`src/rtl/fetch_unit_pkg.sv`:
```
// Shared definitions for the instruction fetch stage: state encoding and
// instruction-word constants.
package fetch_unit_pkg;

  typedef enum logic [1:0] {
    StReq,
    StWait,
    StHold,
    StFault
  } fetch_state_e;

  localparam int unsigned INST_BYTES = 4;
  localparam logic [31:0] NOP_INST   = 32'h0000_0013;

endpackage

```
`src/rtl/fetch_unit.sv`:
```
// Instruction fetch stage: owns the PC, issues one request at a time to a
// fixed-latency BRAM and hands words to the decoder over valid/ready.
module fetch_unit
  import fetch_unit_pkg::*;
#(
  parameter logic [31:0] RESET_PC    = 32'h0000_0000,
  parameter int unsigned MEM_LATENCY = 2
) (
  input  logic        clk,
  input  logic        rst,
  output logic        imem_en,
  output logic [31:0] imem_addr,
  input  logic [31:0] imem_rdata,
  output logic        inst_valid,
  input  logic        inst_ready,
  output logic [31:0] inst_code,
  output logic [31:0] inst_pc,
  input  logic        redirect_valid,
  input  logic [31:0] redirect_pc,
  output logic        fault,
  output logic [31:0] fetch_count
);

  localparam int unsigned CntW = $clog2(MEM_LATENCY + 1);
  localparam logic [CntW-1:0] CntLast = CntW'(MEM_LATENCY);

  fetch_state_e    state_q, state_d;
  logic [31:0]     pc_q, pc_d;
  logic [31:0]     code_q, code_d;
  logic [31:0]     ipc_q, ipc_d;
  logic            fault_q, fault_d;
  logic [31:0]     count_q, count_d;
  logic            kill_q, kill_d;
  logic [CntW-1:0] cnt_q, cnt_d;

  logic handshake;
  logic misaligned;

  always_comb begin
    state_d    = state_q;
    pc_d       = pc_q;
    code_d     = code_q;
    ipc_d      = ipc_q;
    fault_d    = fault_q;
    count_d    = count_q;
    kill_d     = kill_q;
    cnt_d      = cnt_q;

    imem_en    = (state_q == StReq) & ~redirect_valid & ~rst;
    handshake  = (state_q == StHold) & inst_ready;
    misaligned = redirect_valid & (redirect_pc[1:0] != 2'b00);

    unique case (state_q)
      StReq: begin
        if (imem_en) begin
          cnt_d   = CntW'(1);
          state_d = StWait;
        end
      end
      StWait: begin
        // rdata is only looked at on the counted cycle, so stale words never land
        if (cnt_q == CntLast) begin
          if (!kill_q && !redirect_valid) begin
            code_d  = imem_rdata;
            ipc_d   = pc_q;
            state_d = StHold;
          end else begin
            kill_d  = 1'b0;
            state_d = StReq;
          end
        end else begin
          cnt_d = cnt_q + CntW'(1);
          if (redirect_valid) kill_d = 1'b1;
        end
      end
      StHold: begin
        if (handshake) begin
          count_d = count_q + 32'd1;
          pc_d    = pc_q + 32'(INST_BYTES);
          state_d = StReq;
        end
        if (redirect_valid) state_d = StReq;
      end
      StFault: ;
      default: state_d = StReq;
    endcase

    // A redirect overrides the sequential PC, including on a handshake cycle
    if (state_q != StFault && redirect_valid) begin
      pc_d = redirect_pc;
      if (misaligned) begin
        fault_d = 1'b1;
        kill_d  = 1'b0;
        state_d = StFault;
      end
    end
  end

  always_ff @(posedge clk) begin
    if (rst) begin
      state_q <= StReq;
      pc_q    <= RESET_PC;
      code_q  <= 32'h0;
      ipc_q   <= RESET_PC;
      fault_q <= 1'b0;
      count_q <= 32'h0;
      kill_q  <= 1'b0;
      cnt_q   <= '0;
    end else begin
      state_q <= state_d;
      pc_q    <= pc_d;
      code_q  <= code_d;
      ipc_q   <= ipc_d;
      fault_q <= fault_d;
      count_q <= count_d;
      kill_q  <= kill_d;
      cnt_q   <= cnt_d;
    end
  end

  assign imem_addr   = pc_q;
  assign inst_valid  = (state_q == StHold);
  assign inst_code   = code_q;
  assign inst_pc     = ipc_q;
  assign fault       = fault_q;
  assign fetch_count = count_q;

endmodule

```
`config.mk`:
```
export PLATFORM = sky130hd
export DESIGN_NAME = fetch_unit
export DESIGN_NICKNAME = d
export VERILOG_FILES = /design/src/rtl/fetch_unit_pkg.sv /design/src/rtl/fetch_unit.sv
export SDC_FILE = /design/constraint.sdc
export NUM_CORES = 1
export LEC_CHECK = 0
export ABC_AREA = 1
export ABC_CLOCK_PERIOD_IN_PS = 2600
export BUFFER_PORTS_ARGS = -buffer_cell sky130_fd_sc_hd__clkbuf_2
export CAP_MARGIN = 20
export CORE_MARGIN = 2
export CORE_UTILIZATION = 30
export CTS_CLUSTER_DIAMETER = 40
export DETAILED_ROUTE_END_ITERATION = 8
export SYNTH_ARGS = -nofsm -noshare
export SYNTH_HDL_FRONTEND = slang
export SYNTH_SLANG_ARGS = --single-unit
```
`constraint.sdc`:
```
create_clock -name clk -period 2.6 [get_ports clk]
set_input_delay 0.13 -clock clk [delete_from_list [all_inputs] [get_ports clk]]
set_output_delay 0.13 -clock clk [all_outputs]
set_load 0.02 [all_outputs]
```
* Yosys cells after proc, flatten, opt, wreduce, memory -nomap -nowiden
Cells that the tools add are included.
** Operators by class
- $add $sub $neg :: 3
- Equality and inequality tests :: 6
- Muxes and demuxes :: 20
- Bitwise gates (word level) :: 6
- Reductions and logical operators :: 14
** Operators by type and width (count)
- 32-bit two-way mux :: 3
- 32-bit by 1-bit adder with 32-bit output (second input constant) :: 1
- 32-bit by 3-bit adder with 32-bit output (second input constant) :: 1
- 2-bit two-way mux :: 9
- 2-bit nonzero test :: 4
- 1-bit two-way mux :: 6
- 2-bit != test (second input constant) :: 3
- 2-bit case mux with 3 select lines :: 1
- 2-bit AND reduction :: 3
- 3-bit AND reduction :: 2
- 1-bit bitwise AND :: 4
- 2-bit == test (second input constant) :: 2
- 2-bit case mux with 2 select lines :: 1
- 2-bit by 1-bit adder with 2-bit output (second input constant) :: 1
- 2-bit by 1-bit == test with 1-bit output (second input constant) :: 1
- 1-bit logical AND :: 2
- 1-bit logical NOT :: 2
- 2-bit logical NOT :: 1
- 1-bit inverter :: 2
** Storage, ports and cells
- Flip-flop bits (word level) :: 134
- Bits of input ports :: 68
- Output and inout port bits :: 131
- Logic and storage cells :: 57

* Longest topological paths before layout
- Depth after elaboration :: 7
- Gate-level depth with buffers :: 10
- Depth with buffers taken out :: 10

* Worst setup path before layout
No wires, ideal clock.
- Kind :: flip-flop to flip-flop
- Start point :: register count_q[1] (netlist: fetch_count[1])
- End point :: register count_q[20] (netlist: fetch_count[20])
- Setup time :: 0.115 ns
- Data arrival time :: 1.551 ns
- Data required time :: 2.485 ns
- Path slack :: 0.934 ns
- Cell stages (with the launch flop) :: 11
- Buffers on the path :: 0
- Period minus slack after synthesis :: 1.666 ns
- Cells stage by stage :: dfxtp_1 ha_1 nand2_1 nor2_2 nand3_1 inv_1 nand3_1 inv_1 nand3_1 nand2_1 nor2_1
** On the way
- Cells in the longest elaborated chain, start to end :: 1
** RTL lines
- start, declared :: line fetch_unit.sv:32 : logic [31:0] count_q, count_d;
- start signal, assigned :: line fetch_unit.sv:115 : count_q <= count_d;
- 32-bit by 1-bit adder with 32-bit output :: line fetch_unit.sv:78 : count_d = count_q + 32'd1;
No other way between the ends.
A chain may end at the register's enable or synchronous reset.

* Final worst setup path
- Start point :: register state_q[1]
- End point :: register pc_q[22] (netlist: imem_addr[22])
** On the way
- Cells in the longest elaborated chain, start to end :: 4
- Elaborated cells on any way between the ends :: 8
- Those cells by class :: 2 x eq/ne; 1 x mux; 1 x bitwise; 4 x reduce/logical
** RTL lines
- start, declared :: line fetch_unit.sv:27 : fetch_state_e state_q, state_d;
- start signal, assigned :: line fetch_unit.sv:101 : state_q <= StReq;
- start signal, assigned :: line fetch_unit.sv:110 : state_q <= state_d;
- 2-bit == test / 2-bit != test (equally long branches) :: line fetch_unit.sv:50, fetch_unit.sv:53, fetch_unit.sv:89
- 1-bit bitwise AND / 1-bit logical AND (equally long branches) :: line fetch_unit.sv:50, fetch_unit.sv:89
- 2-bit nonzero test (no line)
- 2-bit AND reduction (no line)
- end signal, assigned :: line fetch_unit.sv:111 : pc_q <= pc_d;
- end, declared :: line fetch_unit.sv:28 : logic [31:0] pc_q, pc_d;
Several ways; a longest one is shown, not always the timed one.

==> impl_metrics.yaml <==
sta:
  min_period_ns: 1.95
  max_freq_mhz: 512
  fin_crit_sh_pct: 75.1
  clock_skew_ns: 0.0124
  grt_setup_unrepaired: "false"
  holdWs_ns: 0.0190
  worst-slew-pin-transition_ns: 0.842
  hold_violations: 0
  slew_headroom_pct: 43.8
  tns_ns: 0
  slew_viol_final: 0
  setup_violations: 0
pwr:
  power_mw: 5.17
  irDropWorstVdd_uv: 331
  powerDensity_nw_per_um2: 590
  leakagePower_nw: 3.89
setup_path:
  crit_fanout: 23
  cp-start-kind: "register"
  critPathKind: "register to register"
  crit_arrival_ns: 2.27
  critPathCaptureType: "register"
  required_ns: 2.92
cts:
  postCtsSetupRepairBufs: 0
  clock_sinks: 134
  cts_tree: "built"
  cts.path.max_buffers: 2
  cts_buffers: 17
  cts-root-buf: "clkbuf_16"
  cts-resized-gates: 0
  postCtsHoldBufs: 39
  ctsHtreeMaxLevel: 4
  clkSlewWorstSetupHoldPaths_ns: 0.06
  clock_latency_ns: 0.42
routing:
  wl_met3_mm: 1.59
  drtAntennaViolNets: 0
  route.final.wire_length_mm: 21.7
  drt_pass1_iterations: 5
  routedWlPerCell_um: 14.1
  dr_wl_met2_mm: 10.0
  vias: 7395
  drc: 0
  top_layer_used: "met4"
  viasPerCell: 4.81
  wl_met1_mm: 9.66
  drtIter0Drc: 416
global_route:
  grt_max_degree: 62
  grt_overflow: 0
  grt_pass1_vias: 6937
  antenna_found_initial: 0
  track_usage_pct: 18.9
  grt_pass1_wl_mm: 34.5
yosys:
  synth_fa_ha_area_share_pct: 0.573
  synth_top_family_by_area: "simple AND/OR/NAND/NOR gates"
  synth_common_cells: "nand2_1, nor2_1, dfxtp_1, o21ai_0, inv_1"
  synth-xor-area-share_pct: 0.134
  synthTopCellsByArea: "dfxtp_1, nand2_1, nor2_1, o21ai_0, a21oi_1"
  synthArstFlopShare_pct: 0
  synth_edf_count: 0
  syn_inst: 1022
  synth_compound_area_share_pct: 14.7
  synth_simple_gate_area_share_pct: 36.4
  synth_seq_area_share_pct: 41.0
  syn_avg_cell_area_um2: 6.41
  yosysTopAreaCell: "dfxtp_1"
  synth_top_area_share_pct: 41.0
  synth-seq-cells: 134
  synth_cell_types: 34
  synth.most_common_cell: "nand2_1"
  syn_nets: 1093
  synth_mux_area_share_pct: 0
  netlist_area_um2: 6550
  yosys_warnings: 0
  synth-main-ff-cell: "dfxtp_1"
run:
  max-cap-violations: 0
final_layout:
  area_growth_syn_to_layout_pct: 33.9
  antenna_cells: 0
  fin_util_pct: 40.5
  seq_area_um2: 2680
  multi_input_area_um2: 3390
  drive_gt1_share_pct: 20.3
  fillers: 2309
  nets: 1316
placed_design:
  globalplace.congestion: 0.872
  port_buffers: 198
  hpwlAfterDp_mm: 15.5
floorplanning:
  coreArea_um2: 21600
  row_count: 54
  io_pins: 199
  die_w_um: 152
  dieArea_um2: 23000
  start_util_pct: 30.3
  fp.dieH_um: 152
min_path:
  hold_class: "input pin to register"
run_status:
  status: "finished clean"
==> cell type report <==
class / instances / area share (%)
Timing Repair Buffer: 246 / 16.5
Inverter: 81 / 3.47
Multi-Input combinational cell: 765 / 38.7
Sequential cell: 134 / 30.6
Tap cell: 280 / 4.00
Clock inverter: 13 / 1.56
Clock buffer: 19 / 5.17
==> path summary, 6_finish.rpt <==
| kind | from | to | slack (ns) | depth (start not counted) |
|---|---|---|---|---|
| setup / recovery | state_q[1]$_SDFF_PP0_ | imem_addr[22]$_SDFFE_PP0P_ | 0.65 | 9 |
| hold / removal | redirect_pc[5] | imem_addr[5]$_SDFFE_PP0P_ | 0.02 | 3 |
| setup reg to reg | state_q[1]$_SDFF_PP0_ | imem_addr[22]$_SDFFE_PP0P_ | 0.65 | 9 |
| hold reg to reg | cnt_q[0]$_SDFFE_PP0P_ | cnt_q[0]$_SDFFE_PP0P_ | 0.48 | 2 |
==> worst max-delay path, cell delays in order (launching register included) <==
cell	delay, ns
dfxtp_1	0.44
nand2_1	0.11
nand2_1	0.31
nand2_1	0.25
inv_2	0.39
nor3_1	0.09
nand3_1	0.09
nand3_1	0.08
nand2_1	0.06
inv_1	0.04
==> sequential cells by signal, indices dropped and copies added (netlist names) <==
| register | flops |
|---|---|
| fetch_count | 32 |
| imem_addr | 32 |
| inst_code | 32 |
| inst_pc | 32 |
| cnt_q | 2 |
| state_q | 2 |
| fault | 1 |
| kill_q | 1 |
==> report_power, final <==
group | internal (mW) | switching, mW | leakage (nW)
clock | 1.40 | 1.00 | 0.293
sequential | 2.12 | 0.0834 | 1.09
combinational | 0.208 | 0.353 | 2.51
==> cells in the final DEF (no fill, tap or decap), drive strengths merged <==
cell type    count
a2111oi          1
a211oi           2
a21oi           60
a31oi            9
buf              9
bufinv           1
clkbuf         217
clkinv           7
dfxtp          134
dlygate4sd3     39
ha               3
inv             86
nand2          262
nand3           59
nand3b          11
nand4            9
nor2           225
nor3            12
nor4             1
o211a            1
o211ai           6
o21a             2
o21ai           97
o21ba            1
o21bai           1
o31ai            1
or2              1
xnor2            1
==> logic make-up (layout without fill, tap and decap cells) <==
| family | Yosys count | count (layout) |
|---|---|---|
| and+or+nand+nor | 580 | 580 |
| AOI/OAI and AO/OA | 181 | 181 |
| DFF | 134 | 134 |
| buffers and inverters | 123 | 359 |
| adders and majority gates | 3 | 3 |
| xor gates and xnor gates | 1 | 1 |
==> per-stage QoR <==
stage                     cell area [µm²]  instances  worst slack (ns)
final                                8760       1538             0.648
after global routing                 8760       1538             0.431
after CTS                            8760       1538             0.625
after detailed placement             7780       1467             0.674
after global placement               7780       1467             0.749
after floorplan                      6550       1022             0.934
==> per-layer routing <==
layer,vias to the layer above,track usage (%)
met5,-,0
met4,0,6.85
met3,29,4.76
met2,253,31.0
met1,3376,24.1
li1,3737,-
Power figures use the tool's default switching activity.
